## src/rtl/tm1638_disp_arb_if.sv

```systemverilog
// -----------------------------------------------------------------------------
// tm1638_disp_arb_if
//
// Bundle of every non-clock signal between the display arbiter, its two
// clients and the shared TM1638 LED/key driver.
//
// Signal summary (directions as seen by the arbiter, modport 'slave'):
//   FRAME_i             in   1   one-cycle strobe per driver frame
//   KEYS_i              in   8   driver key levels
//   REQ_B_i             in   1   client B requests the display (level)
//   A_BIN_DAT_i         in  32   client A hex digits, 8 x 4 bit
//   A_DOTS_i            in   8   client A decimal points
//   A_LEDS_i            in   8   client A discrete LEDs
//   A_ENCBIN_XDIRECT_i  in   1   client A encode mode
//   B_*                 in       same fields for client B
//   BIN_DAT_o           out 32   to driver BIN_DAT_i
//   DOTS_o              out  8   to driver DOTS_i
//   LEDS_o              out  8   to driver LEDS_i
//   ENCBIN_XDIRECT_o    out  1   to driver ENCBIN_XDIRECT_i
//   OWNER_o             out  1   0 = A owns, 1 = B owns
//   GNT_B_o             out  1   B holds the grant
//   KEY_PRS_A_o         out  8   one-cycle press pulses for A
//   KEY_PRS_B_o         out  8   one-cycle press pulses for B
//
// Modport 'master' is the environment side (clients plus driver).
// -----------------------------------------------------------------------------
interface tm1638_disp_arb_if;
  logic        FRAME_i;
  logic [7:0]  KEYS_i;
  logic        REQ_B_i;

  logic [31:0] A_BIN_DAT_i;
  logic [7:0]  A_DOTS_i;
  logic [7:0]  A_LEDS_i;
  logic        A_ENCBIN_XDIRECT_i;

  logic [31:0] B_BIN_DAT_i;
  logic [7:0]  B_DOTS_i;
  logic [7:0]  B_LEDS_i;
  logic        B_ENCBIN_XDIRECT_i;

  logic [31:0] BIN_DAT_o;
  logic [7:0]  DOTS_o;
  logic [7:0]  LEDS_o;
  logic        ENCBIN_XDIRECT_o;
  logic        OWNER_o;
  logic        GNT_B_o;
  logic [7:0]  KEY_PRS_A_o;
  logic [7:0]  KEY_PRS_B_o;

  modport slave (
    input  FRAME_i, KEYS_i, REQ_B_i,
    input  A_BIN_DAT_i, A_DOTS_i, A_LEDS_i, A_ENCBIN_XDIRECT_i,
    input  B_BIN_DAT_i, B_DOTS_i, B_LEDS_i, B_ENCBIN_XDIRECT_i,
    output BIN_DAT_o, DOTS_o, LEDS_o, ENCBIN_XDIRECT_o,
    output OWNER_o, GNT_B_o, KEY_PRS_A_o, KEY_PRS_B_o
  );

  modport master (
    output FRAME_i, KEYS_i, REQ_B_i,
    output A_BIN_DAT_i, A_DOTS_i, A_LEDS_i, A_ENCBIN_XDIRECT_i,
    output B_BIN_DAT_i, B_DOTS_i, B_LEDS_i, B_ENCBIN_XDIRECT_i,
    input  BIN_DAT_o, DOTS_o, LEDS_o, ENCBIN_XDIRECT_o,
    input  OWNER_o, GNT_B_o, KEY_PRS_A_o, KEY_PRS_B_o
  );
endinterface

```

## src/rtl/tm1638_disp_arb.sv

```systemverilog
// -----------------------------------------------------------------------------
// tm1638_disp_arb
//
// Frame-synchronous arbiter sharing one TM1638 LED/key driver between a
// background client A (status display) and an on-demand overlay client B
// (menu, alert). Ownership only changes on the driver frame strobe so that a
// frame never mixes content of both clients. Key presses are turned into
// one-cycle edge pulses and routed to the current owner only.
//
// Parameters:
//   C_HOLD_FRAMES  frames B keeps ownership after REQ_B_i falls (0 = release
//                  at the next frame)
//   C_CNT_W        linger counter width, 2**C_CNT_W must exceed C_HOLD_FRAMES
//
// Ports:
//   CK_i     system clock (single clock domain)
//   XARST_i  asynchronous active-low reset
//   bus      tm1638_disp_arb_if.slave, see the interface file for fields
// -----------------------------------------------------------------------------
module tm1638_disp_arb #(
  parameter int unsigned C_HOLD_FRAMES = 250,
  parameter int unsigned C_CNT_W       = 8
) (
  input  logic                    CK_i,
  input  logic                    XARST_i,
  tm1638_disp_arb_if.slave        bus
);

  typedef enum logic [1:0] {
    ST_A      = 2'd0,  // A owns, no request pending
    ST_PEND_B = 2'd1,  // A still owns, B waits for the next frame strobe
    ST_B      = 2'd2   // B owns, linger counter runs once B goes quiet
  } state_t;

  // Everything that is forwarded to the driver for one frame.
  typedef struct packed {
    logic [31:0] bin_dat;
    logic [7:0]  dots;
    logic [7:0]  leds;
    logic        encbin_xdirect;
  } disp_t;

  localparam logic [C_CNT_W-1:0] HOLD_CNT = C_CNT_W'(C_HOLD_FRAMES);

  state_t             state_q, state_d;
  logic [C_CNT_W-1:0] cnt_q, cnt_d;
  logic [7:0]         keys_d_q;
  logic [7:0]         prs;
  logic [7:0]         prs_a_q, prs_b_q;
  logic               owner;
  logic               b_active;
  disp_t              a_disp, b_disp, disp_q;

  // ---------------------------------------------------------------------------
  // Key edge detection
  // ---------------------------------------------------------------------------
  // Rising edges only; release events are deliberately not reported.
  assign prs = bus.KEYS_i & ~keys_d_q;

  // Activity that keeps B alive. In ST_B every press belongs to B, so the
  // unrouted press vector is sufficient here.
  assign b_active = bus.REQ_B_i | (|prs);

  // Ownership is a pure decode of the state register, hence glitch-free and
  // registered.
  assign owner = (state_q == ST_B);

  assign a_disp = '{bin_dat:        bus.A_BIN_DAT_i,
                    dots:           bus.A_DOTS_i,
                    leds:           bus.A_LEDS_i,
                    encbin_xdirect: bus.A_ENCBIN_XDIRECT_i};

  assign b_disp = '{bin_dat:        bus.B_BIN_DAT_i,
                    dots:           bus.B_DOTS_i,
                    leds:           bus.B_LEDS_i,
                    encbin_xdirect: bus.B_ENCBIN_XDIRECT_i};

  // ---------------------------------------------------------------------------
  // FSM: next state and linger counter
  // ---------------------------------------------------------------------------
  always_comb begin
    // NOTE: every variable gets a default before any branch so that no path
    // leaves it unassigned, which would infer a latch.
    state_d = state_q;
    cnt_d   = cnt_q;

    unique case (state_q)
      ST_A: begin
        // The request is taken immediately, even on a frame edge; the grant
        // itself always waits for the following strobe.
        if (bus.REQ_B_i) begin
          state_d = ST_PEND_B;
        end
      end

      ST_PEND_B: begin
        if (bus.FRAME_i) begin
          if (bus.REQ_B_i) begin
            state_d = ST_B;
            cnt_d   = HOLD_CNT;
          end else begin
            // Request dropped before any frame: cancelled.
            state_d = ST_A;
          end
        end
      end

      ST_B: begin
        // Reload beats both decrement and release.
        if (b_active) begin
          cnt_d = HOLD_CNT;
        end else if (bus.FRAME_i) begin
          if (cnt_q == '0) begin
            state_d = ST_A;
          end else begin
            cnt_d = cnt_q - C_CNT_W'(1);
          end
        end
      end

      default: begin
        state_d = ST_A;
      end
    endcase
  end

  // ---------------------------------------------------------------------------
  // State, counter and key registers
  // ---------------------------------------------------------------------------
  always_ff @(posedge CK_i or negedge XARST_i) begin
    if (!XARST_i) begin
      state_q  <= ST_A;
      cnt_q    <= '0;
      keys_d_q <= '0;
      prs_a_q  <= '0;
      prs_b_q  <= '0;
    end else begin
      // NOTE: state is updated with non-blocking assignments so every flop
      // samples the pre-edge values, independent of statement order.
      state_q  <= state_d;
      cnt_q    <= cnt_d;
      keys_d_q <= bus.KEYS_i;
      // Routing uses the owner from before this edge: a press coinciding
      // with a switch goes to the outgoing owner.
      prs_a_q  <= owner ? 8'h00 : prs;
      prs_b_q  <= owner ? prs   : 8'h00;
    end
  end

  // ---------------------------------------------------------------------------
  // Display registers: load only on frame strobes, from the client selected
  // by the next state, so each frame carries content of exactly one client.
  // ---------------------------------------------------------------------------
  always_ff @(posedge CK_i or negedge XARST_i) begin
    if (!XARST_i) begin
      // NOTE: the display path is a handful of plain flops, not a memory, so
      // it is cleared by reset like the rest of the control state.
      disp_q <= '0;
    end else if (bus.FRAME_i) begin
      disp_q <= (state_d == ST_B) ? b_disp : a_disp;
    end
  end

  // ---------------------------------------------------------------------------
  // Outputs
  // ---------------------------------------------------------------------------
  assign bus.BIN_DAT_o        = disp_q.bin_dat;
  assign bus.DOTS_o           = disp_q.dots;
  assign bus.LEDS_o           = disp_q.leds;
  assign bus.ENCBIN_XDIRECT_o = disp_q.encbin_xdirect;
  assign bus.OWNER_o          = owner;
  assign bus.GNT_B_o          = owner;
  assign bus.KEY_PRS_A_o      = prs_a_q;
  assign bus.KEY_PRS_B_o      = prs_b_q;

endmodule
```

## src/flat_wrapper.sv

```systemverilog
// flat-port wrapper written by rule: the top's interface ports become plain ports
module tm1638_disp_arb_flat 
#(
  parameter int unsigned C_HOLD_FRAMES = 250,
  parameter int unsigned C_CNT_W       = 8
)
  (CK_i, XARST_i, bus_FRAME_i, bus_KEYS_i, bus_REQ_B_i, bus_A_BIN_DAT_i, bus_A_DOTS_i, bus_A_LEDS_i, bus_A_ENCBIN_XDIRECT_i, bus_B_BIN_DAT_i, bus_B_DOTS_i, bus_B_LEDS_i, bus_B_ENCBIN_XDIRECT_i, bus_BIN_DAT_o, bus_DOTS_o, bus_LEDS_o, bus_ENCBIN_XDIRECT_o, bus_OWNER_o, bus_GNT_B_o, bus_KEY_PRS_A_o, bus_KEY_PRS_B_o);
  tm1638_disp_arb_if bus_i ();
  input  logic CK_i;
  input  logic XARST_i;
  input wire logic [$bits(bus_i.FRAME_i)-1:0] bus_FRAME_i;
  input wire logic [$bits(bus_i.KEYS_i)-1:0] bus_KEYS_i;
  input wire logic [$bits(bus_i.REQ_B_i)-1:0] bus_REQ_B_i;
  input wire logic [$bits(bus_i.A_BIN_DAT_i)-1:0] bus_A_BIN_DAT_i;
  input wire logic [$bits(bus_i.A_DOTS_i)-1:0] bus_A_DOTS_i;
  input wire logic [$bits(bus_i.A_LEDS_i)-1:0] bus_A_LEDS_i;
  input wire logic [$bits(bus_i.A_ENCBIN_XDIRECT_i)-1:0] bus_A_ENCBIN_XDIRECT_i;
  input wire logic [$bits(bus_i.B_BIN_DAT_i)-1:0] bus_B_BIN_DAT_i;
  input wire logic [$bits(bus_i.B_DOTS_i)-1:0] bus_B_DOTS_i;
  input wire logic [$bits(bus_i.B_LEDS_i)-1:0] bus_B_LEDS_i;
  input wire logic [$bits(bus_i.B_ENCBIN_XDIRECT_i)-1:0] bus_B_ENCBIN_XDIRECT_i;
  output wire logic [$bits(bus_i.BIN_DAT_o)-1:0] bus_BIN_DAT_o;
  output wire logic [$bits(bus_i.DOTS_o)-1:0] bus_DOTS_o;
  output wire logic [$bits(bus_i.LEDS_o)-1:0] bus_LEDS_o;
  output wire logic [$bits(bus_i.ENCBIN_XDIRECT_o)-1:0] bus_ENCBIN_XDIRECT_o;
  output wire logic [$bits(bus_i.OWNER_o)-1:0] bus_OWNER_o;
  output wire logic [$bits(bus_i.GNT_B_o)-1:0] bus_GNT_B_o;
  output wire logic [$bits(bus_i.KEY_PRS_A_o)-1:0] bus_KEY_PRS_A_o;
  output wire logic [$bits(bus_i.KEY_PRS_B_o)-1:0] bus_KEY_PRS_B_o;
  assign bus_i.FRAME_i = bus_FRAME_i;
  assign bus_i.KEYS_i = bus_KEYS_i;
  assign bus_i.REQ_B_i = bus_REQ_B_i;
  assign bus_i.A_BIN_DAT_i = bus_A_BIN_DAT_i;
  assign bus_i.A_DOTS_i = bus_A_DOTS_i;
  assign bus_i.A_LEDS_i = bus_A_LEDS_i;
  assign bus_i.A_ENCBIN_XDIRECT_i = bus_A_ENCBIN_XDIRECT_i;
  assign bus_i.B_BIN_DAT_i = bus_B_BIN_DAT_i;
  assign bus_i.B_DOTS_i = bus_B_DOTS_i;
  assign bus_i.B_LEDS_i = bus_B_LEDS_i;
  assign bus_i.B_ENCBIN_XDIRECT_i = bus_B_ENCBIN_XDIRECT_i;
  assign bus_BIN_DAT_o = bus_i.BIN_DAT_o;
  assign bus_DOTS_o = bus_i.DOTS_o;
  assign bus_LEDS_o = bus_i.LEDS_o;
  assign bus_ENCBIN_XDIRECT_o = bus_i.ENCBIN_XDIRECT_o;
  assign bus_OWNER_o = bus_i.OWNER_o;
  assign bus_GNT_B_o = bus_i.GNT_B_o;
  assign bus_KEY_PRS_A_o = bus_i.KEY_PRS_A_o;
  assign bus_KEY_PRS_B_o = bus_i.KEY_PRS_B_o;
  tm1638_disp_arb #(.C_HOLD_FRAMES(C_HOLD_FRAMES), .C_CNT_W(C_CNT_W)) u_core (.CK_i(CK_i), .XARST_i(XARST_i), .bus(bus_i));
endmodule
```

## config.mk

```make
export PLATFORM = sky130hd
export DESIGN_NAME = tm1638_disp_arb_flat
export DESIGN_NICKNAME = d
export VERILOG_FILES = /design/src/rtl/tm1638_disp_arb_if.sv /design/src/rtl/tm1638_disp_arb.sv /design/src/flat_wrapper.sv
export SDC_FILE = /design/constraint.sdc
export NUM_CORES = 1
export LEC_CHECK = 0
export ABC_AREA = 1
export BUFFER_PORTS_ARGS = -buffer_cell sky130_fd_sc_hd__buf_2
export CAP_MARGIN = 0
export CORE_ASPECT_RATIO = 0.75
export CORE_MARGIN = 2
export CORE_UTILIZATION = 45
export DETAILED_ROUTE_END_ITERATION = 12
export HOLD_SLACK_MARGIN = 0.08
export MAX_ROUTING_LAYER = met4
export PLACE_DENSITY = 0.86
export SYNTH_ARGS = -nofsm -noshare
export SYNTH_HDL_FRONTEND = slang
export SYNTH_SLANG_ARGS = --single-unit
```

## constraint.sdc

```tcl
create_clock -name CK_i -period 4.7 [get_ports CK_i]
set_input_delay 0.705 -clock CK_i [delete_from_list [all_inputs] [get_ports CK_i]]
set_output_delay 0.705 -clock CK_i [all_outputs]
set_load 0.1 [all_outputs]
```

==> results of run 1 <==
-- sequential cells by signal, summed over array words and instances (netlist names) --
register                     flops
u_core.bus.DOTS_o                8
u_core.bus.ENCBIN_XDIRECT_o      1
u_core.keys_d_q                  8
u_core.state_q                   2
u_core.bus.BIN_DAT_o            32
u_core.cnt_q                     8
u_core.bus.KEY_PRS_B_o           8
u_core.bus.KEY_PRS_A_o           8
u_core.bus.LEDS_o                8
-- worst max-delay path, cell delays in order, from the launching register on --
cell and delay, ns:
sky130_fd_sc_hd__dfrtp_1 0.40, sky130_fd_sc_hd__inv_1 0.06, sky130_fd_sc_hd__nand2_1 0.32, sky130_fd_sc_hd__inv_1 0.53, sky130_fd_sc_hd__buf_2 0.53
-- worst min path at each step --
stage                             start                        to  slack [ns]  depth (start not counted)
4_1_cts            u_core.bus.LEDS_o[5]      u_core.bus.LEDS_o[5]        0.48                          2
2_1_floorplan                   XARST_i   u_core.bus.BIN_DAT_o[0]        0.41                          0
3_5_place_dp   u_core.bus.BIN_DAT_o[26]  u_core.bus.BIN_DAT_o[26]        0.46                          2
5_1_grt                   bus_KEYS_i[5]        u_core.keys_d_q[5]        0.49                          1
6_report       u_core.bus.BIN_DAT_o[26]  u_core.bus.BIN_DAT_o[26]        0.47                          2
3_3_place_gp   u_core.bus.BIN_DAT_o[26]  u_core.bus.BIN_DAT_o[26]        0.46                          2
-- stage by stage --
| stage | std cells | power (W) |
|---|---|---|
| final | 862 | 0.00434 |
| after floorplan | 569 | 0.00328 |
| after CTS | 862 | 0.00437 |
| after detailed placement | 847 | 0.00366 |
| after global routing | 862 | 0.00458 |
| after global placement | 847 | 0.00363 |
-- area by class of cell --
type | count | area (µm²) | share of cell area [%]
clock inverters | 3 | 46.3 | 0.861
multi-input cells | 340 | 1490 | 27.7
well taps | 128 | 160 | 2.98
inverters | 116 | 435 | 8.10
repair buffers | 180 | 913 | 17.0
flip-flops and latches | 83 | 2080 | 38.6
clock buffers | 12 | 256 | 4.77
-- power by group --
group / internal [W] / total [W] / leakage (nW) / switching, W
registers: 0.000941 / 0.00107 / 1.01 / 0.000133
logic: 0.000414 / 0.00256 / 2.17 / 0.00215
clock network: 0.000439 / 0.000699 / 0.145 / 0.000260
total: 0.00179 / 0.00434 / 3.33 / 0.00254
-- kinds of logic after synthesis --
logic type | count (synthesis) | share of synthesized area [%]
xor gates and xnor gates | 3 | 0.630
DFF | 83 | 49.8
buffers and inverters | 146 | 14.6
and+or+nand+nor | 323 | 32.9
adders and majority gates | 1 | 0.300
AOI/OAI and AO/OA | 13 | 1.83
-- layer usage --
metal,GRT usage (%),part of all wire [%],vias to the layer above
met5,-,0,-
met4,6.24,0.48,0
met3,4.04,4.9,2
met2,34.2,49,108
met1,25.9,46,1779
li1,-,-,2027
-- layout by cell type, fill, tap and decap left out, types with 2 or more instances in the layout --
| cell | instances |
|---|---|
| sky130_fd_sc_hd__o21ai_0 | 7 |
| sky130_fd_sc_hd__dfrtp_1 | 83 |
| sky130_fd_sc_hd__nor2_1 | 30 |
| sky130_fd_sc_hd__nand4_1 | 2 |
| sky130_fd_sc_hd__buf_4 | 5 |
| sky130_fd_sc_hd__clkbuf_16 | 9 |
| sky130_fd_sc_hd__nand2_2 | 3 |
| sky130_fd_sc_hd__nand2_1 | 179 |
| sky130_fd_sc_hd__inv_1 | 116 |
| sky130_fd_sc_hd__xnor2_1 | 2 |
| sky130_fd_sc_hd__a21oi_1 | 3 |
| sky130_fd_sc_hd__buf_2 | 175 |
| sky130_fd_sc_hd__nand3_1 | 102 |
| sky130_fd_sc_hd__clkbuf_8 | 2 |
| sky130_fd_sc_hd__o21ai_2 | 2 |
| sky130_fd_sc_hd__nor3_1 | 3 |
==> flow_metrics.py, run 1 <==
metrics = {
    "worst_setup_path": {
        "timing.critical_path.to": "bus_GNT_B_o",
        "r2r.worst_path.cells": 8,
        "critical_path.max_fanout": 16,
        "r2r_start": "u_core.state_q[0]",
        "timing.critical_path.to_type": "output port",
        "r2r_end": "u_core.bus.DOTS_o[1]",
        "cp-start-kind": "flop",
        "crit_path_start": "u_core.state_q[0]",
        "timing_worst_setup_path_type": "flop to output port",
        "worst_setup_slack_for_register_to_register_paths_ns": 2.18,
        "critical_path_required_ns": 3.99,
        "critical_path_arrival_ns": 2.16,
    },
    "routing": {
        "drt_pass1_iterations": 5,
        "routed-via-count": 3916,
        "routed_wire_length_per_instance_um": 11.3,
        "via_per_inst": 4.54,
        "drt_drc_violations_left": 0,
        "detail-route-antenna-nets": 0,
        "drt_iter0_drc": 191,
        "drt-total-wl_um": 9730,
    },
    "synthesis": {
        "post_synth_edffs": 0,
        "synth_cell_type_count": 25,
        "sequential_element_share_of_the_synthesized_area_pct": 49.8,
        "ys_ff_latch": 83,
        "postSynth.topFlopCell": "sky130_fd_sc_hd__dfrtp_1",
        "synth_top_cells_by_area": "sky130_fd_sc_hd__dfrtp_1 50%, sky130_fd_sc_hd__nand2_1 16%, sky130_fd_sc_hd__nand3_1 12%, sky130_fd_sc_hd__inv_1 10%, sky130_fd_sc_hd__nor2_1 2.7%",
        "synth_common_cells": "179 x sky130_fd_sc_hd__nand2_1, 116 x sky130_fd_sc_hd__inv_1, 102 x sky130_fd_sc_hd__nand3_1",
        "synth_async_sr_flop_share_pct": 100,
        "synth_area_leader_cell": "sky130_fd_sc_hd__dfrtp_1",
        "syn-mean-instance-area_um2": 7.33,
        "yosysWarningCount": 0,
        "yosys.area.top_type_share_pct": 49.8,
        "syn_inst": 569,
        "synth.net_count": 680,
        "syn_area_um2": 4170,
        "yosys.cell_count.top_type": "sky130_fd_sc_hd__nand2_1",
    },
    "clock_network": {
        "cts.reportedPaths.clkPinSlew_ns": 0.06,
        "post_cts_resized": 0,
        "cts_num_sinks": 83,
        "cts.htree.levels": 3,
        "cts_inserted_buffers": 9,
        "cts_tree": "done",
        "post-cts-setup-buffer-count": 0,
        "cts-hold-fix-buffers": 0,
        "worst_skew_pair.late_latency_ns": 0.32,
        "cts-root-to-sink-buffers": 2,
        "ctsRootBufferMaster": "sky130_fd_sc_hd__clkbuf_16",
    },
    "timing": {
        "unrepaired_setup_endpoints_after_global_routing": "no",
        "timing.final.ws_setup_ns": 1.84,
        "worst_hold_slack_ns": 0.474,
        "worst-slew-pin-transition_ns": 0.996,
        "setup_tns_ns": 0,
        "slew-limit-headroom_pct": 33.6,
        "final_min_period_over_clock_period_pct": 60.9,
        "finalSetupViolCount": 0,
        "time_the_final_worst_path_needs_with_i_o_delays_and_setup_ns": 2.86,
        "timing_max_transition_violations_final": 0,
        "hold_viol": 0,
        "clock.fmax_mhz": 349,
        "skew_ns": 0.00836,
    },
    "placement": {
        "placement.io_buffers": 176,
        "routabilityCongestion": 0.826,
        "detailed_place.area_um2": 5070,
        "dp.final_hpwl_um": 6820,
        "place_ws_ns": 1.76,
    },
    "pwr": {
        "power-per-cell-area_nw_per_um2": 807,
        "power.static_leakage_nw": 3.33,
        "worst_ir_drop_vdd_mv": 0.367,
    },
    "run": {
        "cap_violations": 0,
    },
    "cells_and_area": {
        "filler_cell_count": 857,
        "antenna_cells": 0,
        "final_core_utilization_pct": 59.4,
        "layout.cell_area.non_filler_um2": 5380,
        "drive_gt1_share_pct": 27.5,
        "flow.area_growth_from_synthesis_pct": 28.9,
        "fin_nets": 841,
    },
    "status": {
        "run_status": "finished, final reports clean",
    },
    "die": {
        "io_pins": 177,
        "chipHeight_um": 87.4,
        "core_region_area_um2": 9050,
        "die_w_um": 115,
        "die_area_um2": 10100,
        "starting_density_of_the_core_pct": 46.1,
        "std_cell_rows": 30,
    },
    "grt": {
        "grt_usage_pct": 20.7,
        "via_count_of_the_first_global_routing_pass": 3642,
        "globalRoute.totalOverflow": 0,
        "grt_first_pass_wirelength_um": 16100,
        "grt_antenna_before_repair": 0,
        "grt_start_max_net_pins": 84,
    },
    "worst_hold_path": {
        "worst_hold_path_type": "flop to flop",
    },
}
No activity file was read; power rests on OpenSTA's default activity.
==> run 2: changes to the inputs <==
==> constraint.sdc (replaced) <==
create_clock -name CK_i -period 2.85 [get_ports CK_i]
set_input_delay 0.4275 -clock CK_i [delete_from_list [all_inputs] [get_ports CK_i]]
set_output_delay 0.4275 -clock CK_i [all_outputs]
set_load 0.1 [all_outputs]
==> run 2 against run 1 <==
Critical path depth increased by 1. Non-clock buffer count is 5 higher. Worst hold slack got worse by 0.26 ns. Sequential share of layout area shrank 0.39 points. Wire length up 4.2%. Cell area grew 1.0%. Clock power increased by 70%. Combinational power increased by 69%. Highest routed layer unchanged.
==> flow_metrics.py, run 2 (synthesis results as in run 1) <==
metrics = {
    "status": {
        "run_status": "finished, final reports clean",
    },
    "routing": {
        "routed_wire_length_per_instance_um": 11.7,
        "drt-total-wl_um": 10100,
        "routed-via-count": 4003,
        "drt_drc_violations_left": 0,
        "drt_pass1_iterations": 5,
        "drt_iter0_drc": 239,
        "via_per_inst": 4.62,
        "detail-route-antenna-nets": 0,
    },
    "grt": {
        "via_count_of_the_first_global_routing_pass": 3705,
        "globalRoute.totalOverflow": 0,
        "grt_start_max_net_pins": 84,
        "grt_antenna_before_repair": 0,
        "grt_first_pass_wirelength_um": 16600,
        "grt_usage_pct": 21.5,
    },
    "clock_network": {
        "post_cts_resized": 0,
        "cts.htree.levels": 3,
        "cts_num_sinks": 83,
        "cts.reportedPaths.clkPinSlew_ns": 0.06,
        "cts-hold-fix-buffers": 0,
        "ctsRootBufferMaster": "sky130_fd_sc_hd__clkbuf_16",
        "cts_inserted_buffers": 9,
        "worst_skew_pair.late_latency_ns": 0.33,
        "post-cts-setup-buffer-count": 0,
        "cts_tree": "done",
        "cts-root-to-sink-buffers": 2,
    },
    "placement": {
        "place_ws_ns": 0.794,
        "placement.io_buffers": 176,
        "detailed_place.area_um2": 5120,
        "dp.final_hpwl_um": 7200,
        "routabilityCongestion": 0.860,
    },
    "cells_and_area": {
        "final_common_cell": "sky130_fd_sc_hd__nand2_1",
        "antenna_cells": 0,
        "fin_nets": 846,
        "final_cell_mix": "179 x sky130_fd_sc_hd__nand2_1, 175 x sky130_fd_sc_hd__buf_2, 116 x sky130_fd_sc_hd__inv_1, 102 x sky130_fd_sc_hd__nand3_1, 83 x sky130_fd_sc_hd__dfrtp_1",
        "largest_register_ffs": 32,
        "multiInputGateArea_um2": 1490,
        "final-seq-area_um2": 2080,
        "filler_cell_count": 805,
        "final_core_utilization_pct": 60.0,
        "layout.cell_area.non_filler_um2": 5430,
        "flow.area_growth_from_synthesis_pct": 30.2,
        "drive_gt1_share_pct": 28.0,
    },
    "worst_setup_path": {
        "cp-start-kind": "flop",
        "crit_path_cell_trace": "inv_1 -> nand2_1 -> inv_1 -> buf_4 -> buf_2",
        "critical_path.max_fanout": 13,
        "max_stage_delay_ns": 0.45,
        "critical_path_arrival_ns": 1.83,
        "timing.critical_path.to_type": "output port",
        "critical_path_required_ns": 2.42,
        "cp_slowest_cell": "sky130_fd_sc_hd__buf_2",
        "cp_top_family": "buffers and inverters",
        "critPathBufInv": 4,
        "critPathMostFrequentCell": "sky130_fd_sc_hd__inv_1",
        "timing_worst_setup_path_type": "flop to output port",
    },
    "timing": {
        "unrepaired_setup_endpoints_after_global_routing": "no",
        "clock.fmax_mhz": 442,
        "hold_viol": 0,
        "timing.final.ws_setup_ns": 0.589,
        "final_min_period_over_clock_period_pct": 79.3,
        "slew-limit-headroom_pct": 33.6,
        "skew_ns": 0.00455,
        "timing_max_transition_violations_final": 0,
        "setup_tns_ns": 0,
        "finalSetupViolCount": 0,
        "worst-slew-pin-transition_ns": 0.996,
        "time_the_final_worst_path_needs_with_i_o_delays_and_setup_ns": 2.26,
    },
    "worst_hold_path": {
        "worst_hold_path_type": "input pin to flop",
    },
    "die": {
        "core_region_area_um2": 9050,
        "starting_density_of_the_core_pct": 46.1,
        "die_w_um": 115,
        "std_cell_rows": 30,
        "die_area_um2": 10100,
        "io_pins": 177,
        "chipHeight_um": 87.4,
    },
    "pwr": {
        "power.static_leakage_nw": 3.37,
        "power-per-cell-area_nw_per_um2": 1340,
        "worst_ir_drop_vdd_mv": 0.725,
    },
    "run": {
        "cap_violations": 0,
    },
}
[run 2: changes by cell type in the layout (fill, tap and decap cells not counted)]
| cell | delta |
|---|---|
| sky130_fd_sc_hd__clkinv_4 | +1 |
| sky130_fd_sc_hd__clkinv_2 | +2 |
| sky130_fd_sc_hd__buf_12 | +1 |
| sky130_fd_sc_hd__clkinvlp_4 | -1 |
| sky130_fd_sc_hd__inv_6 | -1 |
| sky130_fd_sc_hd__bufinv_16 | +1 |
| sky130_fd_sc_hd__buf_4 | +4 |
| sky130_fd_sc_hd__clkbuf_8 | -2 |
[run 2: final cells by class]
class | instances | area share, %
clock inverters | 5 | 1.45
well taps | 128 | 2.95
multi-input cells | 340 | 27.4
flip-flops and latches | 83 | 38.2
clock buffers | 10 | 4.22
inverters | 116 | 8.02
repair buffers | 185 | 17.7
[run 2: metrics by stage]
| stage | instances | hold slack, ns | power [W] |
|---|---|---|---|
| after global placement | 852 | 0.457 | 0.00607 |
| after detailed placement | 852 | 0.459 | 0.00611 |
| after CTS | 867 | 0.206 | 0.00732 |
| after global routing | 867 | 0.203 | 0.00766 |
| after floorplan | 569 | 0.132 | 0.00541 |
| final | 867 | 0.216 | 0.00729 |
[run 2: where the power goes]
part	switching (W)	internal, W	leakage (nW)
Combinational	0.00358	0.000741	2.20
Clock	0.000434	0.000760	0.152
Sequential	0.000219	0.00155	1.01
[run 2: path summary, 6_finish.rpt]
kind                            cells past startpoint                      from                       end  slack (ns)
worst max-delay path                                5         u_core.state_q[0]               bus_GNT_B_o        0.59
worst min-delay path                                1             bus_KEYS_i[5]        u_core.keys_d_q[5]        0.22
worst max register to register                     11           u_core.cnt_q[0]           u_core.cnt_q[2]        0.69
worst min register to register                      2  u_core.bus.BIN_DAT_o[12]  u_core.bus.BIN_DAT_o[12]        0.47
max in group asynchronous                           1                   XARST_i   u_core.bus.BIN_DAT_o[6]        1.94
min in group asynchronous                           1                   XARST_i  u_core.bus.BIN_DAT_o[31]        0.26
[run 2: metal layers]
layer	global-route usage [%]	vias up	wire length, µm
met2	35.5	144	4730
met3	3.97	22	559
met4	8.00	0	201
li1	-	2036	-
met1	26.6	1801	4650
met5	-	-	0
